==> src/rtl/bmp_pkg.sv <==
// Shared constants for the BMP unpacker: FSM encodings, BMP header field offsets,
// header check values and the RGB888 -> RGB565 packer.
package bmp_pkg;

   localparam logic [2:0] ST_IDLE = 3'd0;
   localparam logic [2:0] ST_HDR  = 3'd1;
   localparam logic [2:0] ST_PIX  = 3'd2;
   localparam logic [2:0] ST_PAD  = 3'd3;
   localparam logic [2:0] ST_DONE = 3'd4;
   localparam logic [2:0] ST_ERR  = 3'd5;

   // Little-endian field byte offsets inside the 54-byte BMP header
   localparam int OFS_MAGIC0 = 0;
   localparam int OFS_MAGIC1 = 1;
   localparam int OFS_DOFF0  = 10;
   localparam int OFS_DOFF3  = 13;
   localparam int OFS_WIDTH0 = 18;
   localparam int OFS_WIDTH3 = 21;
   localparam int OFS_HGT0   = 22;
   localparam int OFS_HGT1   = 23;
   localparam int OFS_BPP0   = 28;
   localparam int OFS_BPP1   = 29;

   localparam logic [7:0]  MAGIC_B  = 8'h42;
   localparam logic [7:0]  MAGIC_M  = 8'h4D;
   localparam logic [15:0] BPP_24   = 16'd24;
   localparam logic [31:0] MIN_DOFF = 32'd54;

   function automatic logic [15:0] rgb888_to_565(input logic [7:0] r, input logic [7:0] g,
                                                 input logic [7:0] b);
      return {r[7:3], g[7:2], b[7:3]};
   endfunction

endpackage

==> src/rtl/bmp_header_parser.sv <==
// Counts header bytes, captures the BMP fields the unpacker depends on and flags the
// first offending byte; only used when BMP_HEADER_PARSE_EN is defined.
module bmp_header_parser
   import bmp_pkg::*;
#(
   parameter int IMG_W = 480,
   parameter int IMG_H = 272
) (
   input  logic       clk,
   input  logic       rst,
   input  logic       clear,
   input  logic       byte_valid,
   input  logic [7:0] byte_data,
   output logic       hdr_last,
   output logic       hdr_err
);

   logic [31:0] byte_cnt;
   logic [31:0] doff;
   logic [23:0] width_lo;
   logic [7:0]  height_lo;
   logic [7:0]  bpp_lo;

   always_ff @(posedge clk) begin
      if (rst || clear) begin
         byte_cnt  <= '0;
         doff      <= '0;
         width_lo  <= '0;
         height_lo <= '0;
         bpp_lo    <= '0;
      end else if (byte_valid) begin
         byte_cnt <= byte_cnt + 32'd1;
         case (byte_cnt)
            32'(OFS_DOFF0):      doff[7:0]       <= byte_data;
            32'(OFS_DOFF0 + 1):  doff[15:8]      <= byte_data;
            32'(OFS_DOFF0 + 2):  doff[23:16]     <= byte_data;
            32'(OFS_DOFF3):      doff[31:24]     <= byte_data;
            32'(OFS_WIDTH0):     width_lo[7:0]   <= byte_data;
            32'(OFS_WIDTH0 + 1): width_lo[15:8]  <= byte_data;
            32'(OFS_WIDTH0 + 2): width_lo[23:16] <= byte_data;
            32'(OFS_HGT0):       height_lo       <= byte_data;
            32'(OFS_BPP0):       bpp_lo          <= byte_data;
            default: ;
         endcase
      end
   end

   // Each field is judged on its last byte, using the incoming byte as the MSB
   always_comb begin
      hdr_err = 1'b0;
      if (byte_valid) begin
         case (byte_cnt)
            32'(OFS_MAGIC0): hdr_err = (byte_data != MAGIC_B);
            32'(OFS_MAGIC1): hdr_err = (byte_data != MAGIC_M);
            32'(OFS_DOFF3):  hdr_err = ({byte_data, doff[23:0]} < MIN_DOFF);
            32'(OFS_WIDTH3): hdr_err = ({byte_data, width_lo} != 32'(IMG_W));
            32'(OFS_HGT1):   hdr_err = ({byte_data, height_lo} != 16'(IMG_H));
            32'(OFS_BPP1):   hdr_err = ({byte_data, bpp_lo} != BPP_24);
            default:         hdr_err = 1'b0;
         endcase
      end
   end

   // doff is only trustworthy once all checks are behind us (doff >= 54 > 29)
   assign hdr_last = byte_valid && (byte_cnt > 32'(OFS_BPP1)) && (byte_cnt + 32'd1 == doff);

endmodule

==> src/rtl/bmp_stream_unpacker.sv <==
// 24-bit BMP byte stream to RGB565 pixel writes: header skip/parse, BGR capture,
// row padding removal and frame framing. Optional header checks: BMP_HEADER_PARSE_EN.
module bmp_stream_unpacker
   import bmp_pkg::*;
#(
   parameter int IMG_W     = 480,
   parameter int IMG_H     = 272,
   parameter int HDR_BYTES = 54
) (
   input  logic        clk,
   input  logic        rst,
   input  logic        start,
   input  logic        byte_valid,
   input  logic [7:0]  byte_data,
   output logic        write_req,
   output logic        write_en,
   output logic [15:0] write_data,
   output logic        frame_done,
   output logic        error,
   output logic [1:0]  state_code
);

   localparam int PAD_N = (4 - (IMG_W * 3) % 4) % 4;
   localparam int CW    = $clog2(IMG_W + 1);
   localparam int RW    = $clog2(IMG_H + 1);

   logic [2:0]    state;
   logic [1:0]    phase;
   logic [1:0]    pad_cnt;
   logic [CW-1:0] col_cnt;
   logic [RW-1:0] row_cnt;
   logic [7:0]    b_q;
   logic [7:0]    g_q;
   logic          start_ok;
   logic          hdr_vld;
   logic          hdr_last;
   logic          hdr_err;

   assign start_ok = start && (state == ST_IDLE || state == ST_DONE || state == ST_ERR);
   assign hdr_vld  = byte_valid && (state == ST_HDR);

`ifdef BMP_HEADER_PARSE_EN
   bmp_header_parser #(.IMG_W(IMG_W), .IMG_H(IMG_H)) u_hdr (
      .clk        (clk),
      .rst        (rst),
      .clear      (start_ok),
      .byte_valid (hdr_vld),
      .byte_data  (byte_data),
      .hdr_last   (hdr_last),
      .hdr_err    (hdr_err)
   );

   always_ff @(posedge clk) begin
      if (rst || start_ok) error <= 1'b0;
      else if (hdr_err)    error <= 1'b1;
   end
`else
   logic [31:0] byte_cnt;

   always_ff @(posedge clk) begin
      if (rst || start_ok) byte_cnt <= '0;
      else if (hdr_vld)    byte_cnt <= byte_cnt + 32'd1;
   end

   assign hdr_last = hdr_vld && (byte_cnt == 32'(HDR_BYTES - 1));
   assign hdr_err  = 1'b0;
   assign error    = 1'b0;
`endif

   always_ff @(posedge clk) begin
      if (rst) begin
         state      <= ST_IDLE;
         phase      <= '0;
         pad_cnt    <= '0;
         col_cnt    <= '0;
         row_cnt    <= '0;
         b_q        <= '0;
         g_q        <= '0;
         write_en   <= 1'b0;
         write_data <= '0;
         frame_done <= 1'b0;
      end else begin
         write_en   <= 1'b0;
         frame_done <= 1'b0;
         if (start_ok) begin
            state   <= ST_HDR;
            phase   <= '0;
            pad_cnt <= '0;
            col_cnt <= '0;
            row_cnt <= '0;
         end else begin
            case (state)
               ST_HDR: begin
                  if (hdr_err)       state <= ST_ERR;
                  else if (hdr_last) state <= ST_PIX;
               end
               ST_PIX: begin
                  if (byte_valid) begin
                     case (phase)
                        2'd0: begin b_q <= byte_data; phase <= 2'd1; end
                        2'd1: begin g_q <= byte_data; phase <= 2'd2; end
                        default: begin
                           phase      <= 2'd0;
                           write_en   <= 1'b1;
                           write_data <= rgb888_to_565(byte_data, g_q, b_q);
                           if (col_cnt == CW'(IMG_W - 1)) begin
                              col_cnt <= '0;
                              row_cnt <= row_cnt + 1'b1;
                              // Last row's trailing padding is simply dropped in DONE
                              if (row_cnt == RW'(IMG_H - 1)) begin
                                 state      <= ST_DONE;
                                 frame_done <= 1'b1;
                              end else if (PAD_N > 0) begin
                                 state <= ST_PAD;
                              end
                           end else begin
                              col_cnt <= col_cnt + 1'b1;
                           end
                        end
                     endcase
                  end
               end
               ST_PAD: begin
                  if (byte_valid) begin
                     if (pad_cnt == 2'(PAD_N - 1)) begin
                        pad_cnt <= '0;
                        state   <= ST_PIX;
                     end else begin
                        pad_cnt <= pad_cnt + 2'd1;
                     end
                  end
               end
               default: ;
            endcase
         end
      end
   end

   assign write_req = (state == ST_HDR);

   always_comb begin
      state_code = 2'd3;
      case (state)
         ST_IDLE:        state_code = 2'd0;
         ST_HDR:         state_code = 2'd1;
         ST_PIX, ST_PAD: state_code = 2'd2;
         default:        state_code = 2'd3;
      endcase
   end

endmodule

==> config.mk <==
export PLATFORM = sky130hd
export DESIGN_NAME = bmp_stream_unpacker
export DESIGN_NICKNAME = d
export VERILOG_FILES = /design/src/rtl/bmp_pkg.sv /design/src/rtl/bmp_header_parser.sv /design/src/rtl/bmp_stream_unpacker.sv
export SDC_FILE = /design/constraint.sdc
export NUM_CORES = 1
export LEC_CHECK = 0
export CORE_MARGIN = 2
export CORE_UTILIZATION = 61
export CTS_CLUSTER_DIAMETER = 60
export DETAILED_ROUTE_END_ITERATION = 8
export PLACE_DENSITY = 0.85
export SLEW_MARGIN = 5
export SYNTH_ARGS = -nofsm -noshare
export SYNTH_HDL_FRONTEND = slang
export SYNTH_HIERARCHICAL = 1
export SYNTH_SLANG_ARGS = --single-unit
==> constraint.sdc <==
create_clock -name clk -period 2.5 [get_ports clk]
set_input_delay 0.25 -clock clk [delete_from_list [all_inputs] [get_ports clk]]
set_output_delay 0.25 -clock clk [all_outputs]
set_load 0.005 [all_outputs]
==> results.md <==
- The most used flip-flop cell after synthesis is dfxtp_1.
- The finished layout holds 539 standard cells, fillers aside.
- Derived from the worst setup path, the maximum achievable clock frequency is 442 MHz.
- Buffers inserted during clock tree synthesis total 9.
- Synthesis produced a netlist with a net count of 445.
- The fraction of registers with async set/reset is 0%.
- The H-tree depth reported by CTS is 3.
- The final design utilization is 73.5%.
- The via density per instance is 5.78.
- Setup violations remaining at the end of the flow were counted as 0.
- For this run, the total global-route usage over all layers was measured as 25.4%.
- The library cell used most frequently in the layout, excluding fill and tap cells, is dfxtp_1.
- The first-pass GRT wire length is 13300 um.
- The region available for standard cell placement spans 0.00596 mm2.
- The number of global-route vias before repair was 3044.
- The area fraction in and, or, nand and nor cells after synthesis is 30.9%.
- Of all nets on the critical path, the largest fanout is 8.
- In this run the cell area of the synthesized design comes to 0.00378 mm2.
- Headroom to the max-slew limit came out at 63.3%.
- The dominant combinational cell family by area after synthesis is simple AND/OR/NAND/NOR gates.
- The number of inserted filler cells in the final layout is 431.
- STA classifies the critical path endpoint as a primary output.
- The detail route stage leaves a number of antenna-violating nets equal to 0.
- The die covers 0.00684 mm2.
- The power density over the cells is 621 mW/mm2.
- The routed layout has 3116 vias.
- The floorplan step set the die height to 82.7 um.
- The placed instances occupy a cell area of 0.00415 mm2.
- The floorplan die width is 82.7 um.
- The sum of internal, switching and leakage power is 2.72 mW.
- After synthesis, the netlist uses 46 different library cells.
- The wire length after detailed routing is 7930 um.
- TritonCTS built the clock tree.
- The largest clock skew in the final design is 7.93 ps.
- Row generation in the floorplan step produced 28 rows.
- The maximum number of pins on one net before global-route repair is 37.
- The worst hold path terminates at write_data[15]$_SDFFE_PP0P_.
- The max-capacitance violation count is 0.
- The critical path is of the reg2out type.
- The run finished with clean final reports.
- The later pin in the worst-skew pair is clocked with a latency of 360 ps.
- The startpoint identified for the worst register-to-register timing path is state[1]$_SDFFE_PP0P_.
- The register bit total from synthesis is 86.
- The clock passes through at most 2 buffers.
- The DRC marker count from the first detailed-route iteration is 261.
- The footprint of the multi-input gates is 0.00195 mm2.
- After detailed placement, the design holds a cell count of 523.
- The reg-to-reg setup timing slack is 590 ps.
- The diode insertion count for antenna repair is 0.
- Setup repair after global routing left no endpoint under its margin.
- The maximum vdd drop is 545 uV.
- The number of resized instances in the post-cts repair step is 0.
- The number of setup buffers added after CTS is 0.
- The sequential cells in the finished layout cover a total of 0.00172 mm2.
- The count of clock tree sinks is 86.
- Of the total synthesized cell area, the portion taken by XOR and XNOR cells is 9.27%.
- The part of the cycle the worst path needs is 90.4%.
- The initial antenna violation count is 0.
- The critical path data required time is 2250 ps.
- Pin placement for this block handled 34 I/O pins.
- The quantity of hold-fixing buffers added after cts is 0.
- The total negative setup slack is 0 ps.
- The post-layout instance area is 0.00438 mm2.
- Before antenna repair, the detailed router went through 4 iterations.
- Yosys mapped a number of flops with a built-in enable equal to 0.
- The placer congestion estimate is 0.824.
- Summing the areas of all compound-gate instances in the mapped netlist gives 6.32% of the synthesized area.
- Clock-pin slew was measured on the worst setup and hold paths at 80 ps.
- For this run, design rule violations remaining after detail routing come to 0.
- The proportion of synthesized area in mux cells is 3.44%.
- The hold violation total from the final report came to 0.
- Prior to clock tree synthesis, the placed netlist has a worst setup slack of 304 ps.
- The count of buffers added on input and output ports is 30.
- The final setup slack of the worst path is 239 ps.
- The final net count is 476.
- The worst hold-check path type is reg2reg.
- The Yosys step of the flow raised 6 warnings.
- For the worst flop-to-flop path, the logic depth is 5.
- The total global routing overflow is 0.
- On the final layout, the worst hold slack is 454 ps.
- The initial cell density of the core is 63.5%.
- The leakage component of the power is 1.59 nW.
- After synthesis, the mean cell area works out to 8.83 um2.
- The number of slew-limit violations in the final report came to 0.
- The start point of the worst hold path is write_data[15]$_SDFFE_PP0P_.
- The root cell of the clock tree is clkbuf_8.
- The final critical delay including setup and external delays is 2260 ps.
- Leaving out fill and tap cells, the most frequent cells in the layout are dfxtp_1, nor2_1, nand2_1, clkdlybuf4s50_1, xor2_1.
- The number of cells traversed by the worst hold path is 2.
- The post-synthesis share of cell area spent on full adders, half adders and majority gates is 1.66%.
- The type of element launching the critical path is a flop.
- The part of the Yosys area used for sequential elements is 45.5%.
- After detailed routing, the average wire length per cell comes to 14.7 um.
- For the pin with the worst max-slew slack, the measured transition is 547 ps.
- The reg-to-reg endpoint is state[1]$_SDFFE_PP0P_.
- The cell count after synthesis came out at 428.
- The total half-perimeter wirelength after legalization and detailed placement is 5330 um.
- In the final layout, the share of cells above drive strength 1 is 7.76%.
- The signal arrival time at the worst endpoint is 2010 ps.
- Relative to the synthesized area, the layout overhead comes to 15.8%.
-- metal layers --
| layer | part of all wire, % | track usage [%] | up-vias | wire length, um |
|---|---|---|---|---|
| li1 | - | - | 1548 | - |
| met1 | 46 | 31.0 | 1480 | 3650 |
| met2 | 48 | 42.9 | 73 | 3790 |
| met3 | 4.4 | 5.65 | 15 | 352 |
| met4 | 1.8 | 11.0 | 0 | 141 |
| met5 | 0 | 0 | - | 0 |
-- state kept, by name, summed over array words and instances (netlist names) --
| signal | count |
|---|---|
| b_q | 5 |
| byte_cnt | 32 |
| col_cnt | 9 |
| frame_done | 1 |
| g_q | 6 |
| pad_cnt | 2 |
| phase | 2 |
| row_cnt | 9 |
| state | 3 |
| write_data | 16 |
| write_en | 1 |
-- cells by family (layout without fill, tap and decap cells) --
family / count (synthesis) / count (layout)
AND/OR/NAND/NOR: 217 / 217
flip-flops: 86 / 86
AO/OA/AOI/OAI: 42 / 42
XOR/XNOR: 40 / 40
buffers and inverters: 24 / 60
multiplexers: 13 / 13
adder cells (fa/ha/maj): 5 / 5
other: 1 / 1
-- power breakdown --
| part | leakage [nW] | switching (mW) | internal (mW) |
|---|---|---|---|
| combinational | 0.791 | 0.123 | 0.0953 |
| clock | 0.106 | 0.517 | 0.566 |
| sequential | 0.693 | 0.0292 | 1.39 |
| total | 1.59 | 0.670 | 2.05 |
-- cell type report --
cell class	instances	share of cell area, %
Timing Repair Buffer	39	8.41
Tap cell	75	2.14
Clock inverter	7	2.23
Sequential cell	86	39.3
Multi-Input combinational cell	318	44.6
Clock buffer	9	2.83
Inverter	5	0.429
-- Yosys cell counts (3+ instances only) --
cell	instances	share of area [%]
dfxtp_1	86	46
nor2_1	66	6.6
nand2_1	53	5.3
xor2_1	29	6.7
a21oi_1	26	3.4
nand4_1	22	3.6
nand3_1	16	2.1
mux2i_1	13	3.4
xnor2_1	11	2.5
nor4_1	10	1.7
clkbuf_1	9	0.89
and3_1	7	1.2
buf_2	7	0.93
o21ai_0	7	0.93
ha_1	5	1.7
inv_1	5	0.50
nor3_1	5	0.66
or3_1	5	0.83
nand4b_1	4	0.93
and2_1	3	0.50
and4_1	3	0.70
nor2b_1	3	0.50
nor4_4	3	1.7
-- worst max-delay path: stages, from the launching register on --
cell and delay, ps:
dfxtp_1 450, nand2b_1 320, nor2_1 150, or2_2 300, clkdlybuf4s50_1 440
-- worst max-delay path by stage --
| stage | from | to | slack (ps) |
|---|---|---|---|
| 2_1_floorplan | state[1]$_SDFFE_PP0P_ | state[1]$_SDFFE_PP0P_ | 910 |
| 3_3_place_gp | byte_valid | state[1]$_SDFFE_PP0P_ | 350 |
| 4_1_cts | state[2]$_SDFFE_PP0P_ | state_code[0] | 240 |
| 3_5_place_dp | byte_valid | row_cnt[8]$_SDFFE_PP0P_ | 300 |
| 6_report | state[2]$_SDFFE_PP0P_ | state_code[0] | 240 |
| 5_1_grt | state[2]$_SDFFE_PP0P_ | state_code[0] | 130 |
Note: power is estimated with default switching activity, not from simulation.
